`src/rtl/axi4_str_src_if.sv`:
```
// AXI4-Stream bundle between a stream source (master) and its sink (slave).
interface axi4_str_src_if #(
  parameter int DATA_WDTH = 8
);
  logic [DATA_WDTH-1:0] tdata;
  logic                 tvalid;
  logic                 tlast;
  logic                 tready;

  modport master (output tdata, output tvalid, output tlast, input tready);
  modport slave  (input tdata, input tvalid, input tlast, output tready);
endinterface

```
`src/rtl/axi4_str_src.sv`:
```
// AXI4-Stream traffic source: pkt_num packets of pkt_len beats from a seed.
// Define AXIS_SRC_LFSR_EN to replace the incrementing pattern with a Galois LFSR.
module axi4_str_src #(
  parameter int DATA_WDTH = 8,
  parameter int LEN_WDTH  = 8,
  parameter int NUM_WDTH  = 8,
  parameter int GAP_CYC   = 0
) (
  input  logic                 clk,
  input  logic                 rst,
  input  logic                 start,
  input  logic [LEN_WDTH-1:0]  pkt_len,
  input  logic [NUM_WDTH-1:0]  pkt_num,
  input  logic [DATA_WDTH-1:0] seed,
  axi4_str_src_if.master       m_axis,
  output logic                 busy,
  output logic                 done,
  output logic [31:0]          tx_beats
);

  generate
    if (DATA_WDTH != 8 && DATA_WDTH != 16 && DATA_WDTH != 32 && DATA_WDTH != 64) begin : g_bad_width
      $fatal(1, "axi4_str_src: DATA_WDTH must be 8, 16, 32 or 64");
    end
  endgenerate

  typedef enum logic [1:0] {IDLE, SEND, GAP, FIN} state_t;
  localparam int GAP_W = $clog2(GAP_CYC + 2);

`ifdef AXIS_SRC_LFSR_EN
  localparam logic [63:0] TAPS_ALL = (DATA_WDTH == 8)  ? 64'h00000000000000B8 :
                                     (DATA_WDTH == 16) ? 64'h000000000000B400 :
                                     (DATA_WDTH == 32) ? 64'h0000000080200003 :
                                                         64'hD800000000000000;
  localparam logic [DATA_WDTH-1:0] TAPS = TAPS_ALL[DATA_WDTH-1:0];
`endif

  function automatic logic [DATA_WDTH-1:0] next_pat(input logic [DATA_WDTH-1:0] d);
`ifdef AXIS_SRC_LFSR_EN
    return (d >> 1) ^ (d[0] ? TAPS : '0);
`else
    return d + DATA_WDTH'(1);
`endif
  endfunction

  // The LFSR would lock up in the all-zero state, so a zero seed becomes all-ones.
  function automatic logic [DATA_WDTH-1:0] seed_fix(input logic [DATA_WDTH-1:0] s);
`ifdef AXIS_SRC_LFSR_EN
    return (s == '0) ? '1 : s;
`else
    return s;
`endif
  endfunction

  state_t               state_reg, state_next;
  logic [LEN_WDTH-1:0]  len_m1_reg, len_m1_next;
  logic [NUM_WDTH-1:0]  num_m1_reg, num_m1_next;
  logic [LEN_WDTH-1:0]  beat_reg, beat_next;
  logic [NUM_WDTH-1:0]  pkt_reg, pkt_next;
  logic [GAP_W-1:0]     gap_reg, gap_next;
  logic [DATA_WDTH-1:0] data_reg, data_next;
  logic                 valid_reg, valid_next;
  logic                 last_reg, last_next;
  logic                 busy_reg, busy_next;
  logic                 done_reg, done_next;
  logic [31:0]          beats_reg, beats_next;

  logic accept, hs, pkt_end, run_end, gap_end;

  assign accept  = start && (pkt_len != '0) && (pkt_num != '0);
  assign hs      = valid_reg && m_axis.tready;
  assign pkt_end = hs && last_reg;
  assign run_end = pkt_end && (pkt_reg == num_m1_reg);
  assign gap_end = (gap_reg == GAP_W'(GAP_CYC - 1));

  always_ff @(posedge clk or posedge rst) begin
    if (rst) begin
      state_reg  <= IDLE;
      len_m1_reg <= '0;
      num_m1_reg <= '0;
      beat_reg   <= '0;
      pkt_reg    <= '0;
      gap_reg    <= '0;
      data_reg   <= '0;
      valid_reg  <= 1'b0;
      last_reg   <= 1'b0;
      busy_reg   <= 1'b0;
      done_reg   <= 1'b0;
      beats_reg  <= '0;
    end else begin
      state_reg  <= state_next;
      len_m1_reg <= len_m1_next;
      num_m1_reg <= num_m1_next;
      beat_reg   <= beat_next;
      pkt_reg    <= pkt_next;
      gap_reg    <= gap_next;
      data_reg   <= data_next;
      valid_reg  <= valid_next;
      last_reg   <= last_next;
      busy_reg   <= busy_next;
      done_reg   <= done_next;
      beats_reg  <= beats_next;
    end
  end

  always_comb begin
    state_next = state_reg;
    case (state_reg)
      IDLE:    if (accept) state_next = SEND;
      SEND: begin
        if (run_end)                     state_next = FIN;
        else if (pkt_end && GAP_CYC > 0) state_next = GAP;
      end
      GAP:     if (gap_end) state_next = SEND;
      default: state_next = IDLE;
    endcase
  end

  // Outputs are computed one cycle ahead so every port comes straight from a flop.
  always_comb begin
    len_m1_next = len_m1_reg;
    num_m1_next = num_m1_reg;
    beat_next   = beat_reg;
    pkt_next    = pkt_reg;
    gap_next    = gap_reg;
    data_next   = data_reg;
    valid_next  = valid_reg;
    last_next   = last_reg;
    busy_next   = busy_reg;
    done_next   = 1'b0;
    beats_next  = beats_reg + 32'(hs);
    case (state_reg)
      IDLE: begin
        if (accept) begin
          len_m1_next = pkt_len - LEN_WDTH'(1);
          num_m1_next = pkt_num - NUM_WDTH'(1);
          data_next   = seed_fix(seed);
          beat_next   = '0;
          pkt_next    = '0;
          valid_next  = 1'b1;
          last_next   = (pkt_len == LEN_WDTH'(1));
          busy_next   = 1'b1;
        end
      end
      SEND: begin
        if (hs) begin
          data_next = next_pat(data_reg);
          if (run_end) begin
            valid_next = 1'b0;
            last_next  = 1'b0;
            busy_next  = 1'b0;
            done_next  = 1'b1;
          end else if (pkt_end) begin
            pkt_next  = pkt_reg + NUM_WDTH'(1);
            beat_next = '0;
            gap_next  = '0;
            if (GAP_CYC > 0) begin
              valid_next = 1'b0;
              last_next  = 1'b0;
            end else begin
              last_next = (len_m1_reg == '0);
            end
          end else begin
            beat_next = beat_reg + LEN_WDTH'(1);
            last_next = ((beat_reg + LEN_WDTH'(1)) == len_m1_reg);
          end
        end
      end
      GAP: begin
        if (gap_end) begin
          valid_next = 1'b1;
          last_next  = (len_m1_reg == '0);
        end else begin
          gap_next = gap_reg + GAP_W'(1);
        end
      end
      default: ;
    endcase
  end

  assign m_axis.tdata  = data_reg;
  assign m_axis.tvalid = valid_reg;
  assign m_axis.tlast  = last_reg;
  assign busy          = busy_reg;
  assign done          = done_reg;
  assign tx_beats      = beats_reg;

endmodule

```
`src/flat_wrapper.sv`:
```
// flat-port wrapper written by rule: the top's interface ports become plain ports
module axi4_str_src_flat 
#(
  parameter int DATA_WDTH = 8,
  parameter int LEN_WDTH  = 8,
  parameter int NUM_WDTH  = 8,
  parameter int GAP_CYC   = 0
)
  (clk, rst, start, pkt_len, pkt_num, seed, busy, done, tx_beats, m_axis_tdata, m_axis_tvalid, m_axis_tlast, m_axis_tready);
  axi4_str_src_if #(.DATA_WDTH(DATA_WDTH)) m_axis_i ();
  input  logic clk;
  input  logic rst;
  input  logic start;
  input  logic [LEN_WDTH-1:0] pkt_len;
  input  logic [NUM_WDTH-1:0] pkt_num;
  input  logic [DATA_WDTH-1:0] seed;
  output logic busy;
  output logic done;
  output logic [31:0] tx_beats;
  output wire logic [$bits(m_axis_i.tdata)-1:0] m_axis_tdata;
  output wire logic [$bits(m_axis_i.tvalid)-1:0] m_axis_tvalid;
  output wire logic [$bits(m_axis_i.tlast)-1:0] m_axis_tlast;
  input wire logic [$bits(m_axis_i.tready)-1:0] m_axis_tready;
  assign m_axis_tdata = m_axis_i.tdata;
  assign m_axis_tvalid = m_axis_i.tvalid;
  assign m_axis_tlast = m_axis_i.tlast;
  assign m_axis_i.tready = m_axis_tready;
  axi4_str_src #(.DATA_WDTH(DATA_WDTH), .LEN_WDTH(LEN_WDTH), .NUM_WDTH(NUM_WDTH), .GAP_CYC(GAP_CYC)) u_core (.clk(clk), .rst(rst), .start(start), .pkt_len(pkt_len), .pkt_num(pkt_num), .seed(seed), .m_axis(m_axis_i), .busy(busy), .done(done), .tx_beats(tx_beats));
endmodule
```
`config.mk`:
```
export PLATFORM = sky130hd
export DESIGN_NAME = axi4_str_src_flat
export DESIGN_NICKNAME = d
export VERILOG_FILES = /design/src/rtl/axi4_str_src_if.sv /design/src/rtl/axi4_str_src.sv /design/src/flat_wrapper.sv
export SDC_FILE = /design/constraint.sdc
export NUM_CORES = 1
export LEC_CHECK = 0
export ABC_AREA = 1
export ABC_CLOCK_PERIOD_IN_PS = 7700
export CAP_MARGIN = 10
export CELL_PAD_IN_SITES_DETAIL_PLACEMENT = 0
export CELL_PAD_IN_SITES_GLOBAL_PLACEMENT = 1
export CORE_MARGIN = 4
export CORE_UTILIZATION = 43
export DETAILED_ROUTE_END_ITERATION = 7
export PLACE_DENSITY_LB_ADDON = 0.08
export REMOVE_ABC_BUFFERS = 1
export SLEW_MARGIN = 25
export SYNTH_ARGS = -nofsm -noshare
export SYNTH_HDL_FRONTEND = slang
export SYNTH_SLANG_ARGS = --single-unit
export TNS_END_PERCENT = 20
```
`constraint.sdc`:
```
create_clock -name clk -period 7.7 [get_ports clk]
set_clock_uncertainty 0.2 [all_clocks]
set_input_delay 0.77 -clock clk [delete_from_list [all_inputs] [get_ports clk]]
set_output_delay 0.77 -clock clk [all_outputs]
set_load 0.1 [all_outputs]
```
==> impl_metrics.yaml, run 1 <==
grt:
  grt_pass1_vias: 3759
  track_usage_pct: 17.0
  grt_pass1_wl_mm: 17.9
  grt_overflow: 0
  antenna_found_initial: 0
  grt_max_degree: 80
power:
  power.leakage_nw: 2.79
  power_switching_uw: 968
  power.internal_mw: 1.02
  powerDensity_nw_per_um2: 347
  ir_drop_uv: 313
  clkPwrFrac_pct: 19.5
  p_comb_share_pct: 48.8
  seq_power_share_pct: 31.7
  netSwitchingFraction_pct: 48.7
logic_synthesis:
  ys.flop_type: "dfrtp_1"
  synth_edf_count: 0
  seq_area_frac_synth_pct: 42.7
  ys_warn_count: 0
  ys_types: 41
  synthArstFlopShare_pct: 100
  synth_area_um2: 4630
  syn_inst: 569
  syn_area_per_cell_um2: 8.14
  synth-seq-cells: 79
layout:
  largest_reg_flops: 32
  antenna_cells: 0
  drive_gt1_share_pct: 7.87
  fillers: 1012
  seqCellArea_um2: 1980
  area_growth_pct: 23.6
  finish.utilization_pct: 55.0
  final_common_cell: "nand2_1"
  stdcell_area_um2: 5730
  fin_nets: 685
  multi_input_area_um2: 2330
  final_cell_mix: "nand2_1, dfrtp_1, clkdlybuf4s50_1"
clock_network:
  cts_resized: 0
  cts.clk_slew.worst_paths_ns: 0.09
  clkLatencyLatePin_ns: 0.35
  cts_buffers: 9
  htreeDepth: 3
  cts_buffer_depth: 2
  cts_setup_buffers: 0
  cts.sinks: 79
  cts_tree: "done"
  cts-root-buf: "clkbuf_8"
  cts_hold_buf: 0
worst_hold_path:
  min_delay_path_depth: 1
  hold_class: "flip-flop to flip-flop"
routing:
  drc: 0
  vias: 3829
  ant_nets: 0
  viasPerCell: 4.88
  dr.first_iter.drc_count: 203
  wirelength_mm: 10.2
  drt_pre_antenna_iters: 4
  wire_per_inst_um: 13.0
worst_setup_path:
  cp_max_fo: 18
  rr_worst_depth: 9
  worstSetupStartpointType: "flip-flop"
  end_kind: "flip-flop"
  critPathKind: "flip-flop to flip-flop"
  arrival_ns: 3.27
  required_ns: 7.75
  rrSetupSlack_ns: 4.48
place:
  port_buffers: 71
  dp_hpwl_mm: 7.76
  gp_congestion: 0.826
  placement.cell_area_um2: 5470
floorplan:
  coreArea_um2: 10400
  die_w_um: 112
  rows: 37
  dieArea_um2: 12500
  die_h_um: 112
  initial_core_util_pct: 44.5
  ioPinCount: 72
sta:
  final.period_utilization_pct: 41.9
  grt_setup_unrepaired: "no"
  worstMarginPinSlew_ns: 0.995
  finalCriticalPeriod_ns: 3.22
  setup_viol: 0
  slew_violations: 0
  fmax_mhz: 310
  final.setup.tns_ns: 0
  hold_violations: 0
  slew-limit-headroom_pct: 33.4
flow_run:
  max_cap_viol_count: 0
status:
  outcome: "finished, final reports clean"
[layout make-up]
cell class | instances | area share, %
Clock buffer | 10 | 2.40
Clock inverter | 6 | 2.01
Inverter | 74 | 4.87
Multi-Input combinational cell | 407 | 40.6
Sequential cell | 79 | 34.5
Tap cell | 136 | 2.97
Timing Repair Buffer | 72 | 12.6
[worst max-delay path, stage by stage (launching register included)]
cell	delay, ns
dfrtp_1	0.41
inv_1	0.09
ha_1	0.63
clkinv_1	0.67
nor2_1	0.49
nor2_8	0.13
nand2_2	0.23
nor2_2	0.13
nand3_1	0.08
nand2_1	0.05
[cells in the mapped netlist, types with 3 or more instances]
master | number | area, µm²
a31oi_1 | 5 | 31.3
nor2_2 | 3 | 18.8
nand2_1 | 143 | 537
nand2_2 | 3 | 18.8
ha_1 | 14 | 175
nor2_1 | 54 | 203
nor3_1 | 7 | 35.0
inv_1 | 69 | 259
nand3_2 | 3 | 30.0
o21ai_0 | 36 | 180
clkbuf_1 | 3 | 11.3
nor4_2 | 3 | 37.5
a21oi_1 | 6 | 30.0
buf_2 | 4 | 20.0
nand3_1 | 43 | 215
xnor2_1 | 21 | 184
xor2_1 | 30 | 263
nand4_1 | 8 | 50.1
dfrtp_1 | 79 | 1980
inv_2 | 4 | 15.0
nor4_1 | 3 | 18.8
[logic make-up (layout without fill, tap and decap cells)]
logic type	after synthesis	after routing	synth area share, %
XOR/XNOR	51	51	9.64
adder cells (fa/ha/maj)	14	14	3.78
AND/OR/NAND/NOR	287	287	29.9
flip-flops	79	79	42.7
AO/OA/AOI/OAI	53	53	6.40
multiplexers	2	2	0.486
buffers and inverters	83	162	7.16
[power by group through the flow]
stage	clock [mW]	combinational, mW	sequential (mW)
after floorplan	0	0.427	0.932
after global placement	0	0.965	0.635
after detailed placement	0	0.976	0.636
after CTS	0.400	0.980	0.630
after global routing	0.420	1.06	0.648
final	0.388	0.970	0.629
[final timing paths]
check,start,to
setup / recovery,u_core.state_reg[1],u_core.beat_reg[6]
hold / removal,u_core.tx_beats[31],u_core.tx_beats[31]
setup reg to reg,u_core.state_reg[1],u_core.beat_reg[6]
hold reg to reg,u_core.tx_beats[31],u_core.tx_beats[31]
max in group asynchronous,rst,u_core.m_axis.tlast
min in group asynchronous,rst,u_core.beat_reg[5]
[stage by stage]
step | power (mW) | hold WS [ns] | setup WS, ns | std cells
2_1_floorplan | 1.36 | 0.263 | 4.71 | 560
3_3_place_gp | 1.60 | 0.255 | 4.20 | 768
3_5_place_dp | 1.61 | 0.263 | 4.10 | 768
4_1_cts | 2.01 | 0.276 | 4.43 | 784
5_1_grt | 2.13 | 0.323 | 4.19 | 784
6_report | 1.99 | 0.275 | 4.48 | 784
[metal layers]
metal	part of all wire (%)	track usage (%)	wire, µm
met3	3.4	4.46	352
met5	0	0	0
met2	48	27.5	4900
met1	48	23.5	4880
met4	0.75	2.92	77
Power figures use the tool's default switching activity.
==> inputs of run 2 (changes only) <==
--- a/config.mk
+++ b/config.mk
@@ -6,12 +6,12 @@
 export NUM_CORES = 1
 export LEC_CHECK = 0
 export ABC_AREA = 1
-export ABC_CLOCK_PERIOD_IN_PS = 7700
+export ABC_CLOCK_PERIOD_IN_PS = 2800
 export CAP_MARGIN = 10
 export CELL_PAD_IN_SITES_DETAIL_PLACEMENT = 0
 export CELL_PAD_IN_SITES_GLOBAL_PLACEMENT = 1
 export CORE_MARGIN = 4
-export CORE_UTILIZATION = 43
+export CORE_UTILIZATION = 36
 export DETAILED_ROUTE_END_ITERATION = 7
 export PLACE_DENSITY_LB_ADDON = 0.08
 export REMOVE_ABC_BUFFERS = 1
==> constraint.sdc (replaced) <==
create_clock -name clk -period 2.8 [get_ports clk]
set_clock_uncertainty 0.2 [all_clocks]
set_input_delay 0.28 -clock clk [delete_from_list [all_inputs] [get_ports clk]]
set_output_delay 0.28 -clock clk [all_outputs]
set_load 0.1 [all_outputs]
==> impl_metrics.yaml, run 2 (same netlist as run 1, synthesis figures left out) <==
worst_hold_path:
  hold_class: "primary input to asynchronous set/reset pin"
power:
  powerDensity_nw_per_um2: 965
  ir_drop_uv: 604
  power.leakage_nw: 2.91
routing:
  drt_pre_antenna_iters: 4
  dr.first_iter.drc_count: 234
  ant_nets: 0
  wire_per_inst_um: 12.8
  wirelength_mm: 10.6
  vias: 3848
  drc: 0
  viasPerCell: 4.64
sta:
  worstMarginPinSlew_ns: 0.573
  slew_violations: 0
  hold_slack_ns: 0.112
  slew-limit-headroom_pct: 61.8
  final.period_utilization_pct: 87.4
  hold_violations: 0
  grt_setup_unrepaired: "no"
  finalCriticalPeriod_ns: 2.45
  fin_ws_ns: 0.352
  fmax_mhz: 408
  setup_viol: 0
place:
  gp_congestion: 0.804
  preCtsSetupSlack_ns: 0.0326
  dp_hpwl_mm: 8.15
  placement.cell_area_um2: 5480
  port_buffers: 71
clock_network:
  cts_resized: 0
  cts_tree: "done"
  cts.clk_slew.worst_paths_ns: 0.06
  cts_buffers: 9
  cts.sinks: 79
  cts_setup_buffers: 0
  cts_hold_buf: 0
  cts_buffer_depth: 2
  cts-root-buf: "clkbuf_16"
  clkLatencyLatePin_ns: 0.33
  htreeDepth: 3
layout:
  area_growth_pct: 24.4
  seqCellArea_um2: 1980
  drive_gt1_share_pct: 15.4
  largest_reg_flops: 32
  final_common_cell: "nand2_1"
  fillers: 1321
  fin_nets: 694
  stdcell_area_um2: 5760
  antenna_cells: 0
  final_cell_mix: "nand2_1, dfrtp_1, inv_1"
  multi_input_area_um2: 2320
worst_setup_path:
  cp_top_family: "simple AND/OR/NAND/NOR gates"
  worstSetupStartpointType: "flip-flop"
  end_kind: "flip-flop"
  cp-startpoint: "u_core.m_axis.tvalid"
  slowest_delay_ns: 0.41
  r2r_end: "u_core.tx_beats[30]"
  r2r_start: "u_core.m_axis.tvalid"
  rr_worst_depth: 12
  slowest_stage: "dfrtp_1"
  required_ns: 2.82
  cp_max_fo: 4
  critPathKind: "flip-flop to flip-flop"
  critical_path_buf_inv_count: 2
  rrSetupSlack_ns: 0.35
  arrival_ns: 2.47
  path_cells: "nand2_1 -> inv_1 -> ha_1 -> ha_1 -> nand3_2 -> inv_2 -> nand3_2 -> nor4_4 -> nand2_2 -> nor3_2 -> nand2_1 -> xnor2_1"
floorplan:
  ioPinCount: 72
  die_w_um: 121
  die_h_um: 121
  initial_core_util_pct: 36.7
  coreArea_um2: 12600
  dieArea_um2: 14700
  rows: 41
grt:
  antenna_found_initial: 0
  track_usage_pct: 15.4
  grt_pass1_vias: 3806
  grt_pass1_wl_mm: 18.3
  grt_max_degree: 50
  grt_overflow: 0
flow_run:
  max_cap_viol_count: 0
status:
  outcome: "finished, final reports clean"
-- run 2: changes by cell type in the layout (fill, tap and decap cells not counted), sizes merged --
cell,previous run,this run
buf,1,54
clkdlybuf4s50,71,27
bufinv,3,0
clkbuf,10,13
clkinv,2,4
inv,74,72
-- run 2: area by class of cell --
class,count,area share (%)
well taps,172,3.74
repair buffers,81,11.9
inverters,74,4.84
flip-flops and latches,79,34.3
multi-input cells,407,40.3
clock buffers,13,4.52
clock inverters,3,0.304
-- run 2: layer usage --
layer	part of all wire, %	GRT usage, %	up-vias	routed length, µm
met5	0	0	-	0
met4	0.84	3.99	0	89
met3	2.7	3.17	9	286
met2	46	24.1	48	4920
met1	50	21.8	1805	5350
li1	-	-	1986	-
-- run 2: worst max path at each step --
stage	end	slack, ns	depth (start not counted)
after CTS	u_core.tx_beats[30]	0.34	12
after detailed placement	u_core.tx_beats[30]	0.03	13
final	u_core.tx_beats[30]	0.35	12
after global placement	u_core.tx_beats[30]	0.15	13
after global routing	u_core.tx_beats[30]	0.11	12
after floorplan	u_core.tx_beats[30]	-0.19	12
-- run 2: power by group --
part | total (mW) | switching, mW | internal (mW)
logic | 2.74 | 1.96 | 0.777
registers | 1.73 | 0.287 | 1.44
clock network | 1.10 | 0.450 | 0.646
-- run 2: per-stage QoR --
step	util (%)	setup TNS, ns	power [mW]	instances
after global placement	43.5	0	4.49	813
after CTS	45.7	0	5.64	829
after floorplan	-	-0.355	3.74	560
after global routing	45.7	0	5.97	829
final	45.7	0	5.56	829
after detailed placement	43.5	0	4.51	813
